--- config.mk ---
export PLATFORM = sky130hd
export DESIGN_NAME = lfsr_gen
export DESIGN_NICKNAME = d
export VERILOG_FILES = /design/src/rtl/lfsr_pkg.sv /design/src/rtl/lfsr_clamp.sv /design/src/rtl/lfsr_gen.sv
export SDC_FILE = /design/constraint.sdc
export NUM_CORES = 1
export LEC_CHECK = 0
export CAP_MARGIN = 20
export CORE_MARGIN = 10
export CORE_UTILIZATION = 50
export CTS_BUF_LIST = sky130_fd_sc_hd__clkbuf_4 sky130_fd_sc_hd__clkbuf_8
export CTS_CLUSTER_SIZE = 10
export DETAILED_ROUTE_END_ITERATION = 12
export PLACE_DENSITY_LB_ADDON = 0.25
export SETUP_SLACK_MARGIN = 0.5
export SYNTH_ARGS = -nofsm -noshare
export SYNTH_HDL_FRONTEND = slang
export SYNTH_SLANG_ARGS = --single-unit
--- constraint.sdc ---
create_clock -name clk -period 4.3 [get_ports clk]
set_clock_uncertainty 0.15 [all_clocks]
set_input_delay 0.43 -clock clk [delete_from_list [all_inputs] [get_ports clk]]
set_output_delay 0.43 -clock clk [all_outputs]
set_load 0.03 [all_outputs]
--- src/rtl/lfsr_pkg.sv ---
// Shared LFSR helpers and known maximal-length tap masks.
package lfsr_pkg;

  // Widest state the helpers handle; callers zero-extend narrower states.
  localparam int unsigned LfsrMaxWidth = 32;

  localparam logic [3:0]  TAPS_4  = 4'b0011;
  localparam logic [7:0]  TAPS_8  = 8'b00011101;
  localparam logic [15:0] TAPS_16 = 16'h002D;

  // Feedback bit: parity of the tapped state bits.
  function automatic logic lfsr_fb(input logic [LfsrMaxWidth-1:0] state,
                                   input logic [LfsrMaxWidth-1:0] taps);
    return ^(state & taps);
  endfunction

  // One Fibonacci step: shift right, feedback enters at bit width-1.
  function automatic logic [LfsrMaxWidth-1:0] lfsr_next(input logic [LfsrMaxWidth-1:0] state,
                                                        input logic [LfsrMaxWidth-1:0] taps,
                                                        input int unsigned width);
    logic [LfsrMaxWidth-1:0] fb_ext;
    fb_ext = LfsrMaxWidth'(lfsr_fb(state, taps));
    return (state >> 1) | (fb_ext << (width - 1));
  endfunction

endpackage

--- src/rtl/lfsr_clamp.sv ---
// Combinational saturation of a value into [MIN_VAL, MAX_VAL].
module lfsr_clamp #(
  parameter int unsigned       WIDTH   = 4,
  parameter logic [WIDTH-1:0]  MIN_VAL = WIDTH'(2),
  parameter logic [WIDTH-1:0]  MAX_VAL = {WIDTH{1'b1}}
) (
  input  logic [WIDTH-1:0] val_i,
  output logic [WIDTH-1:0] val_o
);

  // Clamp below to MIN_VAL and above to MAX_VAL, otherwise pass through.
  always_comb begin
    val_o = val_i;
    if (val_i < MIN_VAL) begin
      val_o = MIN_VAL;
    end else if (val_i > MAX_VAL) begin
      val_o = MAX_VAL;
    end
  end

endmodule

--- src/rtl/lfsr_gen.sv ---
// Parametrised Fibonacci LFSR with seed load, lock-up recovery, wrap detection
// and a clamped value output.
module lfsr_gen
  import lfsr_pkg::*;
#(
  parameter int unsigned      WIDTH   = 4,
  parameter logic [WIDTH-1:0] TAPS    = WIDTH'(TAPS_4),
  parameter logic [WIDTH-1:0] SEED    = WIDTH'(1),
  parameter logic [WIDTH-1:0] MIN_VAL = WIDTH'(2),
  parameter logic [WIDTH-1:0] MAX_VAL = {WIDTH{1'b1}}
) (
  input  logic             clk,
  input  logic             rst,
  input  logic             en,
  input  logic             load,
  input  logic [WIDTH-1:0] seed_i,
  output logic [WIDTH-1:0] state_o,
  output logic             rnd_o,
  output logic [WIDTH-1:0] val_o,
  output logic             wrap_o,
  output logic             lockup_o,
  output logic [WIDTH-1:0] steps_o
);

  if (WIDTH < 2 || WIDTH > LfsrMaxWidth) begin : g_width_chk
    $error("lfsr_gen: WIDTH must lie in 2..32");
  end
  if (SEED == '0) begin : g_seed_chk
    $error("lfsr_gen: SEED must be non-zero");
  end
  if (MIN_VAL > MAX_VAL) begin : g_clamp_chk
    $error("lfsr_gen: MIN_VAL must not exceed MAX_VAL");
  end

  logic [WIDTH-1:0] state_q, state_d;
  logic [WIDTH-1:0] start_q, start_d;
  logic [WIDTH-1:0] steps_q, steps_d;
  logic             wrap_q, wrap_d;
  logic             lockup_q, lockup_d;
  logic [WIDTH-1:0] state_nxt;

  assign state_nxt = WIDTH'(lfsr_next(LfsrMaxWidth'(state_q), LfsrMaxWidth'(TAPS), WIDTH));

  // Next-state: load beats en beats hold; pulses default low.
  always_comb begin
    state_d  = state_q;
    start_d  = start_q;
    steps_d  = steps_q;
    wrap_d   = 1'b0;
    lockup_d = 1'b0;
    if (load) begin
      steps_d = '0;
      if (seed_i != '0) begin
        state_d = seed_i;
        start_d = seed_i;
      end else begin
        // A zero seed would lock the register; fall back to SEED.
        state_d  = SEED;
        start_d  = SEED;
        lockup_d = 1'b1;
      end
    end else if (en) begin
      state_d = state_nxt;
      if (state_nxt == start_q) begin
        wrap_d  = 1'b1;
        steps_d = '0;
      end else begin
        steps_d = steps_q + WIDTH'(1);
      end
    end
  end

  // State, start point, step counter and pulse registers.
  always_ff @(posedge clk or posedge rst) begin
    if (rst) begin
      state_q  <= SEED;
      start_q  <= SEED;
      steps_q  <= '0;
      wrap_q   <= 1'b0;
      lockup_q <= 1'b0;
    end else begin
      state_q  <= state_d;
      start_q  <= start_d;
      steps_q  <= steps_d;
      wrap_q   <= wrap_d;
      lockup_q <= lockup_d;
    end
  end

  lfsr_clamp #(
    .WIDTH  (WIDTH),
    .MIN_VAL(MIN_VAL),
    .MAX_VAL(MAX_VAL)
  ) u_clamp (
    .val_i(state_q),
    .val_o(val_o)
  );

  assign state_o  = state_q;
  assign rnd_o    = lfsr_fb(LfsrMaxWidth'(state_q), LfsrMaxWidth'(TAPS));
  assign wrap_o   = wrap_q;
  assign lockup_o = lockup_q;
  assign steps_o  = steps_q;

endmodule
==> results_dict.tcl <==
set metrics [dict create \
    status "complete, no violations" \
    wl_per_cell_um 14.64 \
    num_vias 622 \
    h-tree-depth 1 \
    synth_top_area_share_pct 40.61 \
    startpoint_type "flop" \
    crit_arrival_ps 1800 \
    crit_type "reg -> out" \
    p_comb_share_pct 33.6 \
    hold_violations 0 \
    yosysSeqAreaShare_pct 47.72 \
    drcViolationCount 0 \
    dp.cells 107 \
    power_density_nw_per_um2 396.8 \
    irDropWorstVdd_mv 0.2302 \
    final_common_cell "clkdlybuf4s50_1" \
    seqPwrFrac_pct 41.8 \
    clockBufferDepth 2 \
    antenna_found_initial 0 \
    mostFrequentLayoutCells "clkdlybuf4s50_1, dfrtp_1, nand2_1, nor2_1, o21ai_1" \
    worst_ep_required_time_ps 3720 \
    syn-num-nets 85 \
    cts_resized 0 \
    period_minus_slack_ps 2383 \
    cap_viol_max_count 0 \
    wl_um 1625 \
    cts_tree "done" \
    crit_start "state_o[0]" \
    syn_inst 76 \
    ff2ff_path_depth 3 \
    p_int_uw 254.5 \
    syn2layout_area_growth_pct 32.83 \
    timing.rr.start "state_o[0]" \
    path_cells "xor2_1 -> clkdlybuf4s50_1" \
    ys_ff_latch 14 \
    postPlaceCellArea_um2 945.9 \
    critPathCaptureType "output port" \
    cts_hold_buffers 0 \
    tightest_slew_ps 590.6 \
    syn_avg_cell_area_um2 9.730 \
    seq_area_um2 352.8 \
    ys_types 33 \
    report.final.slew_viol_count 0 \
    power_leakage_nw 0.4340 \
    worstHoldPathType "in -> async" \
    rsz0062_at_grt "no" \
    synth_ff_type "dfrtp_1" \
    start_util_pct 54.77 \
    critical_path.max_fanout 5 \
    io-pin-count 23 \
    insertion_delay_ps 280 \
    swShare_pct 34.69 \
    nFillCells 117 \
    fin_setup_tns_ps 0 \
    grt_start_max_net_pins 20 \
    drive_gt1_share_pct 8.333 \
    multiInputGateArea_um2 339.1 \
    cp_slowest_cell "clkdlybuf4s50_1" \
    dieArea_um2 3417 \
    die_y_um 58.46 \
    netlist_area_um2 739.5 \
    power.total_uw 389.8 \
    rr_endpoint "steps_o[0]" \
    r2r_slack_ps 2710 \
    setup_viol 0 \
    grt_usage_pct 9.948 \
    fin_cells 111 \
    grt-ovfl-total 0 \
    cts_buffers 3 \
    ctsRootBufferMaster "clkbuf_4" \
    maxClockFrequency_mhz 419.6 \
    core_um2 1350 \
    diodes 0 \
    synth_edf_count 0 \
    grt_pass1_vias 608 \
    port_buffers 22 \
    synth_top_cells_by_area "dfrtp_1, dfstp_2, mux2i_1, nand2_1, nor2_1" \
    cts_num_sinks 14 \
    setup_slack_ps 1917 \
    grt_pass1_wl_um 2691 \
    clkTransAtPathRegs_ps 80 \
    cts_setup_buffers 0 \
    nNetsFinal 106 \
    dr.first_iter.drc_count 2 \
    hold_ws_ps 318.2 \
    synthArstFlopShare_pct 100.0 \
    finish.utilization_pct 72.75 \
    pwr-share-clk_pct 24.6 \
    place_congestion 0.7425 \
    die_w_um 58.46 \
    ant_nets 0 \
    via_per_inst 5.604 \
    pre_cts_slack_ps 2118 \
    yosysTopAreaCell "dfrtp_1" \
    slowest_delay_ps 710 \
    hpwl_um 1290 \
    ys_warn_count 0 \
    post-route-period-util_pct 55.43 \
    rows 13 \
    design_area_um2 982.2 \
    p_sw_uw 135.2 \
    slew_headroom_pct 60.50 \
    dr.pass1.iters 4 \
]
-- worst max-delay path, delay by kind of cell, from the launching register on --
kind	cells	cell delay, ps
buf+inv	1	710
flops	1	590
xor+xnor	1	210
-- synth_stat cells (2+ instances only) --
| cell | n |
|---|---|
| o21ai_1 | 5 |
| dfrtp_1 | 12 |
| nor2_1 | 7 |
| mux2i_1 | 4 |
| o211ai_1 | 2 |
| buf_2 | 2 |
| o21bai_1 | 3 |
| clkbuf_1 | 3 |
| nand2_1 | 7 |
| dfstp_2 | 2 |
| nand2b_1 | 2 |
| inv_1 | 4 |
| xor2_1 | 3 |
-- power groups by stage --
stage	clock network (mW)	logic [mW]	registers [mW]
floorplan	0	0.0627	0.183
global placement	0	0.129	0.165
detailed placement	0	0.132	0.166
CTS	0.0965	0.132	0.163
global route	0.104	0.140	0.166
finish	0.0959	0.131	0.163
-- layer usage --
metal  part of all wire [%]  track usage [%]  vias to the layer above
met2                     52            17.91                       18
met4                    1.8            5.034                        0
met5                      0                0                        -
met1                     38            9.057                      296
met3                    8.3            4.721                        5
li1                       -                -                      303
-- how the worst max path moves through the flow --
stage / endpoint
3_3_place_gp: steps_o[2]
4_1_cts: rnd_o
6_report: rnd_o
5_1_grt: rnd_o
2_1_floorplan: rnd_o
3_5_place_dp: steps_o[2]
-- cell families (layout without fill, tap and decap cells) --
family / Yosys count / count (layout) / synth area share, %
AND/OR/NAND/NOR: 25 / 25 / 16.75
flip-flops: 14 / 14 / 47.72
multiplexers: 5 / 5 / 7.276
XOR/XNOR: 4 / 4 / 4.739
AO/OA/AOI/OAI: 17 / 17 / 15.40
adder cells (fa/ha/maj): 1 / 1 / 1.692
buffers and inverters: 10 / 30 / 6.429
-- final cells by class --
type / instances / area share [%]
flip-flops and latches: 14 / 35.92
clock buffers: 4 / 3.694
multi-input cells: 52 / 34.52
repair buffers: 22 / 22.42
well taps: 15 / 1.911
inverters: 4 / 1.529
-- registers in the layout, indices dropped and copies added, names as in the netlist --
name      count
start_q       4
state_o       4
steps_o       4
lockup_o      1
wrap_o        1
Note: power is estimated with default switching activity, not from simulation.
